===== src/rtl/mem_port_arbiter_if.sv =====
// Bundles the two requester ports and the memory-side bus of the
// unified instruction/data RAM arbiter.
interface mem_port_arbiter_if #(
    parameter int DATA_WIDTH = 32,
    parameter int ADDR_WIDTH = 32
);
    // data-path requester (load/store)
    logic                  m0_req;
    logic                  m0_we;
    logic [ADDR_WIDTH-1:0] m0_addr;
    logic [DATA_WIDTH-1:0] m0_wdata;
    logic                  m0_gnt;
    logic                  m0_rvalid;
    logic [DATA_WIDTH-1:0] m0_rdata;

    // instruction-fetch requester (read only)
    logic                  m1_req;
    logic [ADDR_WIDTH-1:0] m1_addr;
    logic                  m1_gnt;
    logic                  m1_rvalid;
    logic [DATA_WIDTH-1:0] m1_rdata;
    logic                  stall_if;

    // single-port memory side
    logic                  mem_en;
    logic                  mem_we;
    logic [ADDR_WIDTH-1:0] mem_addr;
    logic [DATA_WIDTH-1:0] mem_wdata;
    logic [DATA_WIDTH-1:0] mem_rdata;

    // arbiter side
    modport slave (
        input  m0_req, m0_we, m0_addr, m0_wdata,
        input  m1_req, m1_addr,
        input  mem_rdata,
        output m0_gnt, m0_rvalid, m0_rdata,
        output m1_gnt, m1_rvalid, m1_rdata, stall_if,
        output mem_en, mem_we, mem_addr, mem_wdata
    );

    // environment side: the core's requesters plus the memory
    modport master (
        output m0_req, m0_we, m0_addr, m0_wdata,
        output m1_req, m1_addr,
        output mem_rdata,
        input  m0_gnt, m0_rvalid, m0_rdata,
        input  m1_gnt, m1_rvalid, m1_rdata, stall_if,
        input  mem_en, mem_we, mem_addr, mem_wdata
    );
endinterface


===== src/rtl/mem_port_arbiter.sv =====
// Single-port memory arbiter between the data path (m0, fixed priority)
// and instruction fetch (m1). A starvation counter forces one m1 win after
// STARVE_LIMIT consecutive denials. Reads return exactly one cycle after
// the grant, tagged by the owner register.
module mem_port_arbiter #(
    parameter int DATA_WIDTH   = 32,
    parameter int ADDR_WIDTH   = 32,
    parameter int STARVE_LIMIT = 4,
    parameter int CNT_WIDTH    = 3
) (
    input  logic               clk,
    input  logic               rst_n,
    mem_port_arbiter_if.slave  bus
);

    localparam logic [CNT_WIDTH-1:0] STARVE_MAX = CNT_WIDTH'(STARVE_LIMIT);

    typedef enum logic [1:0] {
        OWN_NONE = 2'd0,
        OWN_M0   = 2'd1,
        OWN_M1   = 2'd2
    } owner_t;

    owner_t                owner;
    owner_t                owner_nxt;
    logic [CNT_WIDTH-1:0]  wait_cnt;
    logic [CNT_WIDTH-1:0]  wait_cnt_nxt;
    logic                  starve;
    logic                  m0_gnt_c;
    logic                  m1_gnt_c;
    logic                  stall_c;
    logic                  mem_en_c;
    logic                  mem_we_c;
    logic [ADDR_WIDTH-1:0] mem_addr_c;
    logic [DATA_WIDTH-1:0] mem_wdata_c;

    logic                  m0_rvalid_p1;
    logic                  m1_rvalid_p1;
    logic [DATA_WIDTH-1:0] m0_rdata_p1;
    logic [DATA_WIDTH-1:0] m1_rdata_p1;

    // Grant selection, memory drive, next owner and next starvation count.
    // Everything is forced idle while reset is asserted so the memory sees
    // no strobe even though reset is asynchronous.
    always_comb begin
        starve       = (wait_cnt == STARVE_MAX);
        m0_gnt_c     = 1'b0;
        m1_gnt_c     = 1'b0;
        stall_c      = 1'b0;
        mem_en_c     = 1'b0;
        mem_we_c     = 1'b0;
        mem_addr_c   = '0;
        mem_wdata_c  = '0;
        owner_nxt    = OWN_NONE;
        wait_cnt_nxt = '0;

        if (rst_n) begin
            if (bus.m1_req && (!bus.m0_req || starve)) begin
                m1_gnt_c = 1'b1;
            end else if (bus.m0_req) begin
                m0_gnt_c = 1'b1;
            end

            stall_c = bus.m1_req && !m1_gnt_c;

            if (m0_gnt_c) begin
                mem_en_c    = 1'b1;
                mem_we_c    = bus.m0_we;
                mem_addr_c  = bus.m0_addr;
                mem_wdata_c = bus.m0_wdata;
            end else if (m1_gnt_c) begin
                mem_en_c    = 1'b1;
                mem_addr_c  = bus.m1_addr;
            end

            // a write completes at grant, so it leaves no response owner
            if (m0_gnt_c && !bus.m0_we) begin
                owner_nxt = OWN_M0;
            end else if (m1_gnt_c) begin
                owner_nxt = OWN_M1;
            end

            // count consecutive fetch denials, saturating at the limit
            if (stall_c) begin
                wait_cnt_nxt = starve ? wait_cnt : wait_cnt + 1'b1;
            end
        end
    end

    // Response owner, starvation counter and registered read-valid flags.
    always_ff @(posedge clk or negedge rst_n) begin
        if (!rst_n) begin
            owner        <= OWN_NONE;
            wait_cnt     <= '0;
            m0_rvalid_p1 <= 1'b0;
            m1_rvalid_p1 <= 1'b0;
        end else begin
            owner        <= owner_nxt;
            wait_cnt     <= wait_cnt_nxt;
            m0_rvalid_p1 <= (owner_nxt == OWN_M0);
            m1_rvalid_p1 <= (owner_nxt == OWN_M1);
        end
    end

    // Capture memory read data into the owning master's holding register;
    // the other master's register is left untouched.
    always_ff @(posedge clk or negedge rst_n) begin
        if (!rst_n) begin
            m0_rdata_p1 <= '0;
            m1_rdata_p1 <= '0;
        end else begin
            if (owner == OWN_M0) begin
                m0_rdata_p1 <= bus.mem_rdata;
            end
            if (owner == OWN_M1) begin
                m1_rdata_p1 <= bus.mem_rdata;
            end
        end
    end

    assign bus.m0_gnt    = m0_gnt_c;
    assign bus.m1_gnt    = m1_gnt_c;
    assign bus.stall_if  = stall_c;
    assign bus.mem_en    = mem_en_c;
    assign bus.mem_we    = mem_we_c;
    assign bus.mem_addr  = mem_addr_c;
    assign bus.mem_wdata = mem_wdata_c;

    assign bus.m0_rvalid = m0_rvalid_p1;
    assign bus.m1_rvalid = m1_rvalid_p1;

    // during the owner's response cycle the memory word is passed straight
    // through so data and rvalid line up; afterwards the held copy is shown
    assign bus.m0_rdata  = (owner == OWN_M0) ? bus.mem_rdata : m0_rdata_p1;
    assign bus.m1_rdata  = (owner == OWN_M1) ? bus.mem_rdata : m1_rdata_p1;

endmodule

===== src/flat_wrapper.sv =====
// flat-port wrapper written by rule: the top's interface ports become plain ports
module mem_port_arbiter_flat 
#(
    parameter int DATA_WIDTH   = 32,
    parameter int ADDR_WIDTH   = 32,
    parameter int STARVE_LIMIT = 4,
    parameter int CNT_WIDTH    = 3
)
  (clk, rst_n, bus_m0_req, bus_m0_we, bus_m0_addr, bus_m0_wdata, bus_m1_req, bus_m1_addr, bus_mem_rdata, bus_m0_gnt, bus_m0_rvalid, bus_m0_rdata, bus_m1_gnt, bus_m1_rvalid, bus_m1_rdata, bus_stall_if, bus_mem_en, bus_mem_we, bus_mem_addr, bus_mem_wdata);
  mem_port_arbiter_if #(.DATA_WIDTH(DATA_WIDTH), .ADDR_WIDTH(ADDR_WIDTH)) bus_i ();
  input  logic clk;
  input  logic rst_n;
  input wire logic [$bits(bus_i.m0_req)-1:0] bus_m0_req;
  input wire logic [$bits(bus_i.m0_we)-1:0] bus_m0_we;
  input wire logic [$bits(bus_i.m0_addr)-1:0] bus_m0_addr;
  input wire logic [$bits(bus_i.m0_wdata)-1:0] bus_m0_wdata;
  input wire logic [$bits(bus_i.m1_req)-1:0] bus_m1_req;
  input wire logic [$bits(bus_i.m1_addr)-1:0] bus_m1_addr;
  input wire logic [$bits(bus_i.mem_rdata)-1:0] bus_mem_rdata;
  output wire logic [$bits(bus_i.m0_gnt)-1:0] bus_m0_gnt;
  output wire logic [$bits(bus_i.m0_rvalid)-1:0] bus_m0_rvalid;
  output wire logic [$bits(bus_i.m0_rdata)-1:0] bus_m0_rdata;
  output wire logic [$bits(bus_i.m1_gnt)-1:0] bus_m1_gnt;
  output wire logic [$bits(bus_i.m1_rvalid)-1:0] bus_m1_rvalid;
  output wire logic [$bits(bus_i.m1_rdata)-1:0] bus_m1_rdata;
  output wire logic [$bits(bus_i.stall_if)-1:0] bus_stall_if;
  output wire logic [$bits(bus_i.mem_en)-1:0] bus_mem_en;
  output wire logic [$bits(bus_i.mem_we)-1:0] bus_mem_we;
  output wire logic [$bits(bus_i.mem_addr)-1:0] bus_mem_addr;
  output wire logic [$bits(bus_i.mem_wdata)-1:0] bus_mem_wdata;
  assign bus_i.m0_req = bus_m0_req;
  assign bus_i.m0_we = bus_m0_we;
  assign bus_i.m0_addr = bus_m0_addr;
  assign bus_i.m0_wdata = bus_m0_wdata;
  assign bus_i.m1_req = bus_m1_req;
  assign bus_i.m1_addr = bus_m1_addr;
  assign bus_i.mem_rdata = bus_mem_rdata;
  assign bus_m0_gnt = bus_i.m0_gnt;
  assign bus_m0_rvalid = bus_i.m0_rvalid;
  assign bus_m0_rdata = bus_i.m0_rdata;
  assign bus_m1_gnt = bus_i.m1_gnt;
  assign bus_m1_rvalid = bus_i.m1_rvalid;
  assign bus_m1_rdata = bus_i.m1_rdata;
  assign bus_stall_if = bus_i.stall_if;
  assign bus_mem_en = bus_i.mem_en;
  assign bus_mem_we = bus_i.mem_we;
  assign bus_mem_addr = bus_i.mem_addr;
  assign bus_mem_wdata = bus_i.mem_wdata;
  mem_port_arbiter #(.DATA_WIDTH(DATA_WIDTH), .ADDR_WIDTH(ADDR_WIDTH), .STARVE_LIMIT(STARVE_LIMIT), .CNT_WIDTH(CNT_WIDTH)) u_core (.clk(clk), .rst_n(rst_n), .bus(bus_i));
endmodule

===== config.mk =====
export PLATFORM = sky130hd
export DESIGN_NAME = mem_port_arbiter_flat
export DESIGN_NICKNAME = d
export VERILOG_FILES = /design/src/rtl/mem_port_arbiter_if.sv /design/src/rtl/mem_port_arbiter.sv /design/src/flat_wrapper.sv
export SDC_FILE = /design/constraint.sdc
export NUM_CORES = 1
export LEC_CHECK = 0
export ABC_AREA = 1
export CAP_MARGIN = 30
export CORE_MARGIN = 8
export CORE_UTILIZATION = 36
export CTS_CLUSTER_DIAMETER = 150
export DETAILED_ROUTE_END_ITERATION = 8
export PLACE_DENSITY = 0.87
export SYNTH_ARGS = -nofsm -noshare
export SYNTH_HDL_FRONTEND = slang
export SYNTH_SLANG_ARGS = --single-unit

===== constraint.sdc =====
create_clock -name clk -period 4.4 [get_ports clk]
set_input_delay 0.88 -clock clk [delete_from_list [all_inputs] [get_ports clk]]
set_output_delay 0.88 -clock clk [all_outputs]
set_load 0.005 [all_outputs]

### Word level (Yosys, flattened, before mapping)

Cells that the tools add are included.
Widths: inputs -> output; s select.

| word-level totals | value |
|---|---|
| logic and storage cells | 46 |
| register bits after elaboration | 71 |
| input port bits | 133 |

| cells by class | value |
|---|---|
| muxes and demuxes | 26 |
| reduce and logical (&&, ||, !) cells | 7 |
| $add $sub $neg | 1 |
| eq/ne operators | 6 |

Operators by type and width:

| operator | number |
|---|---|
| $mux 32 | 7 |
| $mux 1 | 13 |
| $mux 3 | 3 |
| $mux 2 | 3 |
| $eq 2x1->1 const B | 2 |
| $eq 2x2->1 const B | 2 |
| $add 3x1->3 const B | 1 |
| $eq 3x3->1 const B | 1 |
| $logic_and 1x1->1 | 3 |
| $logic_not 1->1 | 3 |
| $ne 3x3->1 const B | 1 |
| $logic_or 1x1->1 | 1 |

### Logic depth before layout (Yosys ltp)

Gate-level depths: netlist of run 1.

| depth | value |
|---|---|
| word-level depth | 9 |
| mapped depth | 7 |
| gate-level depth less buffers | 6 |

### Least setup slack after synthesis of run 1

No wires, ideal clock.

| path | value |
|---|---|
| kind | input -> output |
| start point | input port bus_m1_req |
| end point | output port bus_mem_addr[11] |
| required time | 3.520 ns |
| stages | 4 |
| path slack | 2.076 ns |
| data arrival time | 1.444 ns |
| cells stage by stage | nand3_2 clkbuf_1 nand3_1 nand2_1 |

| between the ends | value |
|---|---|
| cells in the longest elaborated chain, start to end | 6 |
| elaborated cells on any way between the ends | 8 |
| those cells by class | 7 x mux; 1 x reduce/logical |

Ends and longest elaborated chain:

| element | line | source |
|---|---|---|
| start, declared | flat_wrapper.sv:17 | `input wire logic [$bits(bus_i.m1_req)-1:0] bus_m1_req;` |
| $logic_and 1x1->1 (*) | mem_port_arbiter.sv:58 | `if (bus.m1_req && (!bus.m0_req \|\| starve)) begin` |
| $mux 1 | mem_port_arbiter.sv:58 |  |
| $mux 1 | mem_port_arbiter.sv:57 | `if (rst_n) begin` |
| $mux 32 | mem_port_arbiter.sv:71 | `end else if (m1_gnt_c) begin` |
| $mux 32 (*) | mem_port_arbiter.sv:66 | `if (m0_gnt_c) begin` |
| $mux 32 (*) | mem_port_arbiter.sv:57 |  |
| end, declared | flat_wrapper.sv:29 | `output wire logic [$bits(bus_i.mem_addr)-1:0] bus_mem_addr;` |

Mark *: on every way between the ends. The rest lies on a longest branch, timed or not. The select of a mux whose other input is x is not followed.

### Final worst setup path of run 1

| path | value |
|---|---|
| start point | input port bus_m0_req |
| end point | output port bus_mem_wdata[14] |

| between the ends | value |
|---|---|
| cells in the longest elaborated chain, start to end | 7 |
| elaborated cells on any way between the ends | 8 |
| those cells by class | 5 x mux; 3 x reduce/logical |

Ends and longest elaborated chain:

| element | line | source |
|---|---|---|
| start, declared | flat_wrapper.sv:13 | `input wire logic [$bits(bus_i.m0_req)-1:0] bus_m0_req;` |
| $logic_not 1->1 | mem_port_arbiter.sv:58 |  |
| $logic_or 1x1->1 | mem_port_arbiter.sv:58 |  |
| $logic_and 1x1->1 | mem_port_arbiter.sv:58 |  |
| $mux 1 (*) | mem_port_arbiter.sv:58 |  |
| $mux 1 (*) | mem_port_arbiter.sv:57 |  |
| $mux 32 (*) | mem_port_arbiter.sv:66 |  |
| $mux 32 (*) | mem_port_arbiter.sv:57 |  |
| end, declared | flat_wrapper.sv:30 | `output wire logic [$bits(bus_i.mem_wdata)-1:0] bus_mem_wdata;` |

Marked as above.

==> impl_results.md, run 1 <==
* Status: completed
* CTS root buffer: clkbuf_8
* Post-synth EDFFs at 0
* Sequential share of the synthesized area at 51.2%
* Gpl congestion at roughly 0.83
* Clock Latency Late Sink at 0.34 ns
* Total GRT Usage at between 20% and 30%
* Post-Layout Cell Count at 850
* DRT Pass-1 Iters at 4
* Warnings from Yosys at 0
* Rows at 36
* Number of setup buffers added after CTS at 0
* Final Cycle Share at between 80% and 90%
* Io pins at roughly 270
* Synth top area cells: dfrtp_1 (51%), nand2_1 (11%), nand3_1 (9.4%)
* Post-Synth Adder-Cell Area at less than 1%
* First-pass GRT wire length at about 21000 um
* Initial antenna violation count at 0
* Vias in the first global route at about 4000
* Core area at between 0.009 and 0.01 sq mm
* Hold buffer count at CTS at 0
* Num CTS Buffers at 9
* Cells after Synth at 454
* Die H at roughly 110 um
* Synth Area in XOR/XNOR at 0%
* Most common cell in the synthesized netlist: nand2_1
* Layout Skew at around 0.013 ns
* Hold Path Class: register to register
* Hold Violations, Final at 0
* Initial DRC count at 253
* P&R area growth vs syn at 85.0%
* Post-synth top area share at roughly half
* RSZ-0062 raised after global routing: false
* Gr ovfl total at 0
* Post-synthesis compound-gate area fraction at about a tenth
* Async set or reset register ratio after synthesis at 100%
* Hold path depth at 1
* Final setup viols at 0
* Inst Count DP at around 830
* Routed wire length per instance at roughly 16 um
* IO buf count at 267
* Post_cts resized at 0
* Multiplexer share of the synthesized area at 0%
* Main combinational cell family by area after synthesis: simple AND/OR/NAND/NOR gates
* Total wire length at 14000 um
* Syn nets at between 500 and 600
* Crit Path Class: input port to output port
* Path depth of the worst reg2reg path at 4
* Worst VDD drop at 220 uV
* Final total negative setup slack at 0 ns
* Maxcap violations at 0
* Crit. End Element: output port
* Cell type with the largest total area after synthesis: dfrtp_1
* Post-detail-place hpwl at 11400 um
* Max_slew headroom at 41.7%
* Power Total at 1.92 mW
* Via count at between 3000 and 4000
* Post-route ant nets at 0
* Pin count of the biggest net entering global routing at 72
* Final Max Slew Viols at 0
* Simple logic cell fraction of the synthesized area at 25.7%
* Remaining DRCs at 0
* Ratio of cells with drive above 1 in the final layout at around 4%
* Post-synth top flop: dfrtp_1
* H-tree Lvls at 3
* Cell variety after synth at 16
* CTS tree: built
* Die area at roughly 0.013 sq mm
* Critical Path Source Type: input port
* Die W at ~110 um
* Fin nets at approximately 850
* Lkg Pwr at approximately 3 nW
* Synthesized area at 0.00347 sq mm
* Worst EP arrival at 2.83 ns
* Clock-pin slew on the worst setup and hold paths at 0.07 ns
* Mapped Avg Cell Area at between 7 and 8 sq um
* Diode count at 0
* Critical-path maximum fanout at 36
* Seq cells post-synth at approximately 70
* Final min period at 3.71 ns
* Synth top cells by count: nand2_1 (104), inv_1 (75), dfrtp_1 (71)
* Data required, critical path at about 3.5 ns
* Worst-margin pin slew at between 0.8 and 0.9 ns
* Max Root-Sink Buffers at 2
* Vias/cell at about 4.5
* Clock sinks at 71
* Achievable clock frequency at 269 MHz
* Initial Util at ~36%
* Pwr dens at roughly 300 mW/mm^2
==> logic make-up after synthesis <==
| group | count (synthesis) |
|---|---|
| AND/OR/NAND/NOR | 211 |
| AO/OA/AOI/OAI | 67 |
| flip-flops | 71 |
| buffers and inverters | 103 |
| adder cells (fa/ha/maj) | 2 |
==> path summary, 6_finish.rpt <==
check,end,slack [ns],start
min in group asynchronous,u_core.m1_rdata_p1[30]$_DFF_PN0_,0.78,rst_n
max,bus_mem_wdata[14],0.69,bus_m0_req
max in group asynchronous,u_core.bus.m0_rvalid$_DFF_PN0_,3.04,rst_n
max reg2reg,u_core.m1_rdata_p1[8]$_DFF_PN0_,2.91,u_core.owner[0]$_DFF_PN0_
min,u_core.wait_cnt[0]$_DFFE_PN0P_,0.46,u_core.wait_cnt[0]$_DFFE_PN0P_
min reg2reg,u_core.wait_cnt[0]$_DFFE_PN0P_,0.46,u_core.wait_cnt[0]$_DFFE_PN0P_
==> stage by stage <==
step                util, %  worst slack, ns  cell area (sq um)  hold slack (ns)
CTS                    67.2            0.679               6410            0.469
global placement       64.8            0.777               6190            0.450
floorplan                 -             2.08               3470            0.432
detailed placement     65.3            0.682               6230            0.460
finish                 67.2            0.687               6410            0.465
global route           67.2            0.510               6410            0.484
==> state kept, by name, indices dropped and copies added (netlist names) <==
register / count
u_core.bus.m0_rvalid: 1
u_core.m1_rdata_p1: 32
u_core.wait_cnt: 3
u_core.bus.m1_rvalid: 1
u_core.m0_rdata_p1: 32
u_core.owner: 2
==> layer usage <==
metal	GRT usage (%)	share of wire (%)	wire length, um
met3	6.96	8.6	1200
met2	37.5	54	7550
met5	0	0	0
met4	6.39	1.4	192
met1	22.9	36	5040
==> final cells by class <==
type	count	area (sq um)
tap	133	166
sequential	71	1780
fill	809	3130
multi-input combinational	280	1250
inverter	76	287
timing repair buffer	274	2750
clock buffer	10	138
clock inverter	6	42.5
==> cells in the final DEF, fill, tap and decap left out, types with 2 or more instances in the layout <==
| cell type | synthesis | layout |
|---|---|---|
| clkbuf_8 | 0 | 10 |
| inv_1 | 75 | 75 |
| nand2_1 | 104 | 104 |
| clkdlybuf4s50_1 | 0 | 266 |
| nand2_2 | 2 | 2 |
| o21ai_0 | 64 | 64 |
| ha_1 | 2 | 2 |
| nand3_1 | 65 | 65 |
| nor2_1 | 38 | 38 |
| dfrtp_1 | 71 | 71 |
| a21oi_1 | 3 | 3 |
| clkinvlp_4 | 0 | 2 |
| buf_4 | 3 | 5 |
| clkinv_2 | 1 | 3 |
| inv_6 | 0 | 2 |
==> power breakdown <==
| group | internal, mW | switching [mW] |
|---|---|---|
| combinational | 0.398 | 0.255 |
| sequential | 0.762 | 0.0306 |
| clock | 0.222 | 0.250 |
| total | 1.38 | 0.536 |
==> worst max-delay path, cell delays in order <==
cell and delay (ns):
clkdlybuf4s50_1 0.55, nand2_1 0.12, clkinv_2 0.26, nand2_4 0.27, nor2_1 0.19, clkdlybuf4s50_1 0.55
Note: power is estimated with default switching activity, not from simulation.
==> inputs of run 2 (changes only) <==
Settings changed: CORE_UTILIZATION 36 to 34, PLACE_DENSITY 0.87 to 0.83.
Clock period 4.4 ns to 3.5 ns, I/O delays scaled along.
==> run 2 against run 1 <==
Register-to-register slack got worse by 1.1 ns; worst hold slack improved by 0.024 ns; count of clock-buffer cells in the layout increased by 2; cell area increased by 0.16%; flip-flop and latch count unchanged; sequential power increased by 26%; die area increased by 5.0%; critical endpoint is now bus_mem_wdata[26].
==> impl_results.md, run 2 (same netlist as run 1, synthesis figures left out) <==
* Crit. End Element: output port
* Maxcap violations at 0
* IO buf count at roughly 270
* Pwr dens at ~380 mW/mm^2
* CTS root buffer: clkbuf_8
* Worst EP arrival at 2.62 ns
* Via count at 3902
* Final min period at about 3.3 ns
* Final Cycle Share at 95.0%
* Initial DRC count at between 150 and 200
* Diode count at 0
* Critical Path Source Type: input port
* Post-detail-place hpwl at roughly 11000 um
* Core area at between 0.01 and 0.015 sq mm
* Sw Share at 27.6%
* NetSw at 670 uW
* Critical-path maximum fanout at 36
* Fin nets at 850
* Vias/cell at 4.56
* Post_cts resized at 0
* Power Total at around 2.4 mW
* CTS tree: built
* Io pins at roughly 270
* Total wire length at around 14000 um
* Pin count of the biggest net entering global routing at just over 70
* Remaining DRCs at 0
* Max_slew headroom at slightly above 40%
* Achievable clock frequency at 301 MHz
* Fraction of power consumed by the clock network at roughly a quarter
* Worst VDD drop at roughly 220 uV
* Lkg Pwr at between 3 and 4 nW
* Hold Path Class: register to register
* H-tree Lvls at 3
* Final setup viols at 0
* Final Max Slew Viols at 0
* First-pass GRT wire length at about 21000 um
* Status: completed
* Clock-pin slew on the worst setup and hold paths at 0.08 ns
* Max Root-Sink Buffers at 2
* Hold Violations, Final at 0
* DRT Pass-1 Iters at 4
* Gpl congestion at between 0.8 and 0.9
* Die H at around 120 um
* Rows at 37
* Total GRT Usage at 19.5%
* Layout Skew at ~0.013 ns
* Worst-margin pin slew at 0.878 ns
* Number of setup buffers added after CTS at 0
* Most common cell after layout, fill and taps aside: clkdlybuf4s50_1
* Die W at 117 um
* Clock sinks at 71
* Routed wire length per instance at about 16 um
* Clock Latency Late Sink at approximately 0.33 ns
* Initial antenna violation count at 0
* Crit Path Class: input port to output port
* Initial Util at 34.4%
* Die area at between 0.01 and 0.015 sq mm
* P&R area growth vs syn at 85.2%
* Hold buffer count at CTS at 0
* Post-route ant nets at 0
* Data required, critical path at 2.80 ns
* Gr ovfl total at 0
* Vias in the first global route at about 4000
* Commonest cells after routing, fill and taps aside: clkdlybuf4s50_1 (266), nand2_1 (104), inv_1 (75), dfrtp_1 (71), nand3_1 (65)
* Sequential share of power at 41.1%
* Ratio of cells with drive above 1 in the final layout at under 10%
* Largest regs: u_core.m0_rdata_p1 x32, u_core.m1_rdata_p1 x32, u_core.wait_cnt x3
* Comb pwr share at between 30% and 40%
* Final total negative setup slack at 0 ns
* RSZ-0062 raised after global routing: false
* Num CTS Buffers at 9
* Internal power at ~1.8 mW
==> run 2: changes by cell type in the layout (fill, tap and decap cells not counted), sizes merged <==
cell,before,now
buf,8,11
clkbuf,10,12
clkinv,3,2
inv,77,76
==> run 2: per-stage QoR <==
stage	instance area [sq um]	worst slack, ns	std cells	hold WS [ns]	utilization [%]
2_1_floorplan	3470	1.54	454	0.404	-
3_3_place_gp	6240	0.255	840	0.446	61.8
3_5_place_dp	6240	0.193	840	0.483	61.8
4_1_cts	6420	0.185	856	0.498	63.7
5_1_grt	6420	0.0512	856	0.504	63.7
6_report	6420	0.177	856	0.489	63.7
==> run 2: layout make-up <==
| cell class | instances | area (sq um) |
|---|---|---|
| fillers | 831 | 3670 |
| repair buffers | 277 | 2760 |
| flip-flops and latches | 71 | 1780 |
| multi-input cells | 280 | 1250 |
| inverters | 76 | 287 |
| well taps | 136 | 170 |
| clock buffers | 12 | 155 |
| clock inverters | 4 | 28.8 |
==> run 2: final timing paths <==
check | startpoint | to | slack (ns) | depth (start not counted)
max | bus_m1_req | bus_mem_wdata[26] | 0.18 | 5
min | u_core.wait_cnt[0]$_DFFE_PN0P_ | u_core.wait_cnt[0]$_DFFE_PN0P_ | 0.49 | 1
max reg2reg | u_core.wait_cnt[0]$_DFFE_PN0P_ | u_core.owner[0]$_DFF_PN0_ | 1.78 | 5
min reg2reg | u_core.wait_cnt[0]$_DFFE_PN0P_ | u_core.wait_cnt[0]$_DFFE_PN0P_ | 0.49 | 1
max in group asynchronous | rst_n | u_core.m1_rdata_p1[6]$_DFF_PN0_ | 2.31 | 2
min in group asynchronous | rst_n | u_core.wait_cnt[1]$_DFFE_PN0P_ | 0.61 | 2
==> run 2: worst max-delay path, cell delays in order <==
cell and delay [ns]:
clkdlybuf4s50_1 0.50, nand3_2 0.38, nand2_4 0.45, nor2_1 0.11
clkdlybuf4s50_1 0.48
==> run 2: power by group through the flow <==
stage	registers, mW	logic [mW]	clock network, mW
finish	0.997	0.827	0.602
global route	1.01	0.900	0.661
CTS	0.998	0.840	0.622
detailed placement	1.01	0.834	0
global placement	1.01	0.810	0
floorplan	1.00	0.244	0
==> run 2: layer usage <==
metal / share of wire (%) / routed length, um / global-route usage, % / vias up
li1: - / - / - / 1930
met1: 36 / 5130 / 20.5 / 1785
met2: 53 / 7420 / 35.3 / 167
met3: 8.6 / 1210 / 6.98 / 20
met4: 2.2 / 312 / 7.00 / 0
met5: 0 / 0 / 0 / -
==> inputs of run 3 (changes only) <==
Settings changed: CORE_UTILIZATION 34 to 35, CTS_BUF_LIST set to sky130_fd_sc_hd__clkbuf_2, PLACE_DENSITY 0.83 to 0.85, SETUP_SLACK_MARGIN set to 0.5.
==> run 3 against run 2 <==
First-iteration DRC count grew 70%; clock skew grew 0.012 ns; power shrank 1.4%; cell area grew 5.8%; worst setup slack gained 0.38 ns; flip-flop and latch count is the same; largest cell class unchanged; largest power group unchanged; highest routed layer unchanged.
==> impl_results.md, run 3 (same netlist as run 1, synthesis figures left out) <==
* CTS root buffer: clkbuf_2
* Crit-path slowest cell: clkdlybuf4s50_1
* Gpl congestion at between 0.9 and 1
* Core area at roughly 0.0097 sq mm
* Die H at roughly 120 um
* Most common cell after layout, fill and taps aside: clkdlybuf4s50_1
* Worst path depth at 7
* R2r startpoint: u_core.wait_cnt[0]$_DFFE_PN0P_
* Initial Util at around 36%
* Rows at 36
* Final instance area at a little under 0.007 sq mm
* Worst EP arrival at 2.25 ns
* H-tree Lvls at 3
* Clock sinks at a little over 70
* Clock Latency Late Sink at approximately 0.5 ns
* DRT Pass-1 Iters at 5
* Via count at between 4000 and 5000
* Worst path cell trace: inv_2 -> ha_4 -> nand3_4 -> buf_4 -> nand2_8 -> nor2_1 -> clkdlybuf4s50_1
* Post-Layout Cell Count at 880
* CTS tree: built
* Remaining DRCs at 0
* Critical Path Source Type: register
* Status: completed
* Lkg Pwr at roughly 3.5 nW
* Max_slew headroom at 52.4%
* Pwr dens at around 350 mW/mm^2
* Crit Path Class: register to output port
* Crit. End Element: output port
* Total wire length at roughly 16000 um
* Final setup viols at 0
* Fill cell count at 727
* Maxcap violations at 0
* Post-route ant nets at 0
* Post-Place Setup Slack at between 0.008 and 0.009 ns
* Final Max Slew Viols at 0
* Critical-path maximum fanout at 12
* Vias in the first global route at about 4300
* Final total negative setup slack at 0 ns
* Die area at roughly 0.013 sq mm
* R2r endpoint: u_core.bus.m0_rvalid$_DFF_PN0_
* Power Total at between 2 and 2.5 mW
* Commonest cells after routing, fill and taps aside: clkdlybuf4s50_1 (235), nand2_1 (101), inv_1 (71), dfrtp_1 (69), nand3_1 (65)
* Hold slack at 0.205 ns
* Initial antenna violation count at 0
* P&R area growth vs syn at 95.9%
* Total GRT Usage at ~22%
* Final Util at 70.2%
* IO buf count at between 200 and 300
* Num CTS Buffers at 9
* First-pass GRT wire length at about 23000 um
* Hold Path Class: input port to asynchronous set/reset pin
* Final Cycle Share at between 80% and 90%
* Worst VDD drop at around 230 uV
* Inst Count DP at 838
* Gr ovfl total at 0
* Path depth of the worst reg2reg path at 5
* Delay-heaviest family, CP: buffers and inverters
* Routed wire length per instance at between 15 and 20 um
* Placed Area at ~0.0063 sq mm
* Ratio of cells with drive above 1 in the final layout at 10.2%
* Vias/cell at ~4.8
* Largest regs: u_core.m0_rdata_p1 x32, u_core.m1_rdata_p1 x32, u_core.wait_cnt x3
* Pin count of the biggest net entering global routing at 58
* Fin nets at between 800 and 900
* Worst-margin pin slew at ~0.7 ns
* R2R Setup Slk at between 2 and 2.5 ns
* PnR worst setup slack at about 0.55 ns
* Die W at roughly 120 um
* RSZ-0062 raised after global routing: true
* Initial DRC count at around 340
* Post-detail-place hpwl at 12100 um
* Data required, critical path at 2.80 ns
* Achievable clock frequency at 339 MHz
* Hold Violations, Final at 0
* Layout Skew at 0.0247 ns
* Max Root-Sink Buffers at 2
* WP buf/inv at 3
* Crit-path max cell delay at around 0.55 ns
* Final min period at approximately 3 ns
* Clock-pin slew on the worst setup and hold paths at between 0.15 and 0.2 ns
* Io pins at 268
-- run 3: changes by cell type in the layout (fill, tap and decap cells not counted), sizes merged, moves of 2 or more --
cell	previous run	this run
buf	11	32
bufinv	0	2
clkdlybuf4s50	266	235
dlygate4sd2	0	12
dlymetal6s2s	0	17
nand2	107	111
-- run 3: area by class of cell --
type | count | area [sq um] | share of cell area [%]
clock inverters | 6 | 85.1 | 1.25
inverters | 76 | 293 | 4.31
repair buffers | 299 | 3000 | 44.2
diodes | 1 | 2.50 | 0.0368
well taps | 133 | 166 | 2.45
flip-flops and latches | 71 | 1780 | 26.2
clock buffers | 9 | 45.0 | 0.663
multi-input cells | 285 | 1420 | 21.0
-- run 3: how the worst max path moves through the flow --
stage	to	start
floorplan	bus_mem_addr[11]	bus_m1_req
global placement	bus_mem_wdata[30]	bus_m1_req
detailed placement	bus_mem_wdata[3]	bus_m1_req
CTS	bus_m1_rdata[9]	u_core.owner[0]$_DFF_PN0_
global route	bus_m1_rdata[8]	u_core.owner[0]$_DFF_PN0_
finish	bus_mem_wdata[3]	u_core.wait_cnt[0]$_DFFE_PN0P_
-- run 3: where the power goes --
group / internal (mW) / switching (mW)
sequential: 0.957 / 0.0411
combinational: 0.517 / 0.357
clock: 0.232 / 0.287
total: 1.71 / 0.686
-- run 3: timing repair --
item	4_1_cts	5_1_grt
pin swaps	4	5
cloned	2	5
setup endpoints to repair	119	107
gates resized for setup	49	47
hold buffers	0	0
setup buffers	4	15
-- run 3: layer usage --
| metal | vias to the layer above | wire (um) | global-route usage, % |
|---|---|---|---|
| met3 | 44 | 1360 | 7.35 |
| li1 | 1993 | - | - |
| met1 | 1971 | 5750 | 22.9 |
| met2 | 224 | 8690 | 40.2 |
| met4 | 0 | 540 | 8.32 |
| met5 | - | 0 | 0 |
-- run 3: worst register-to-register path, delay by kind of cell (launching register included) --
kind          cells  cell delay, ns
flops             1            0.43
buf+inv           1            0.07
fa+ha+maj         1            0.17
simple gates      3            0.53
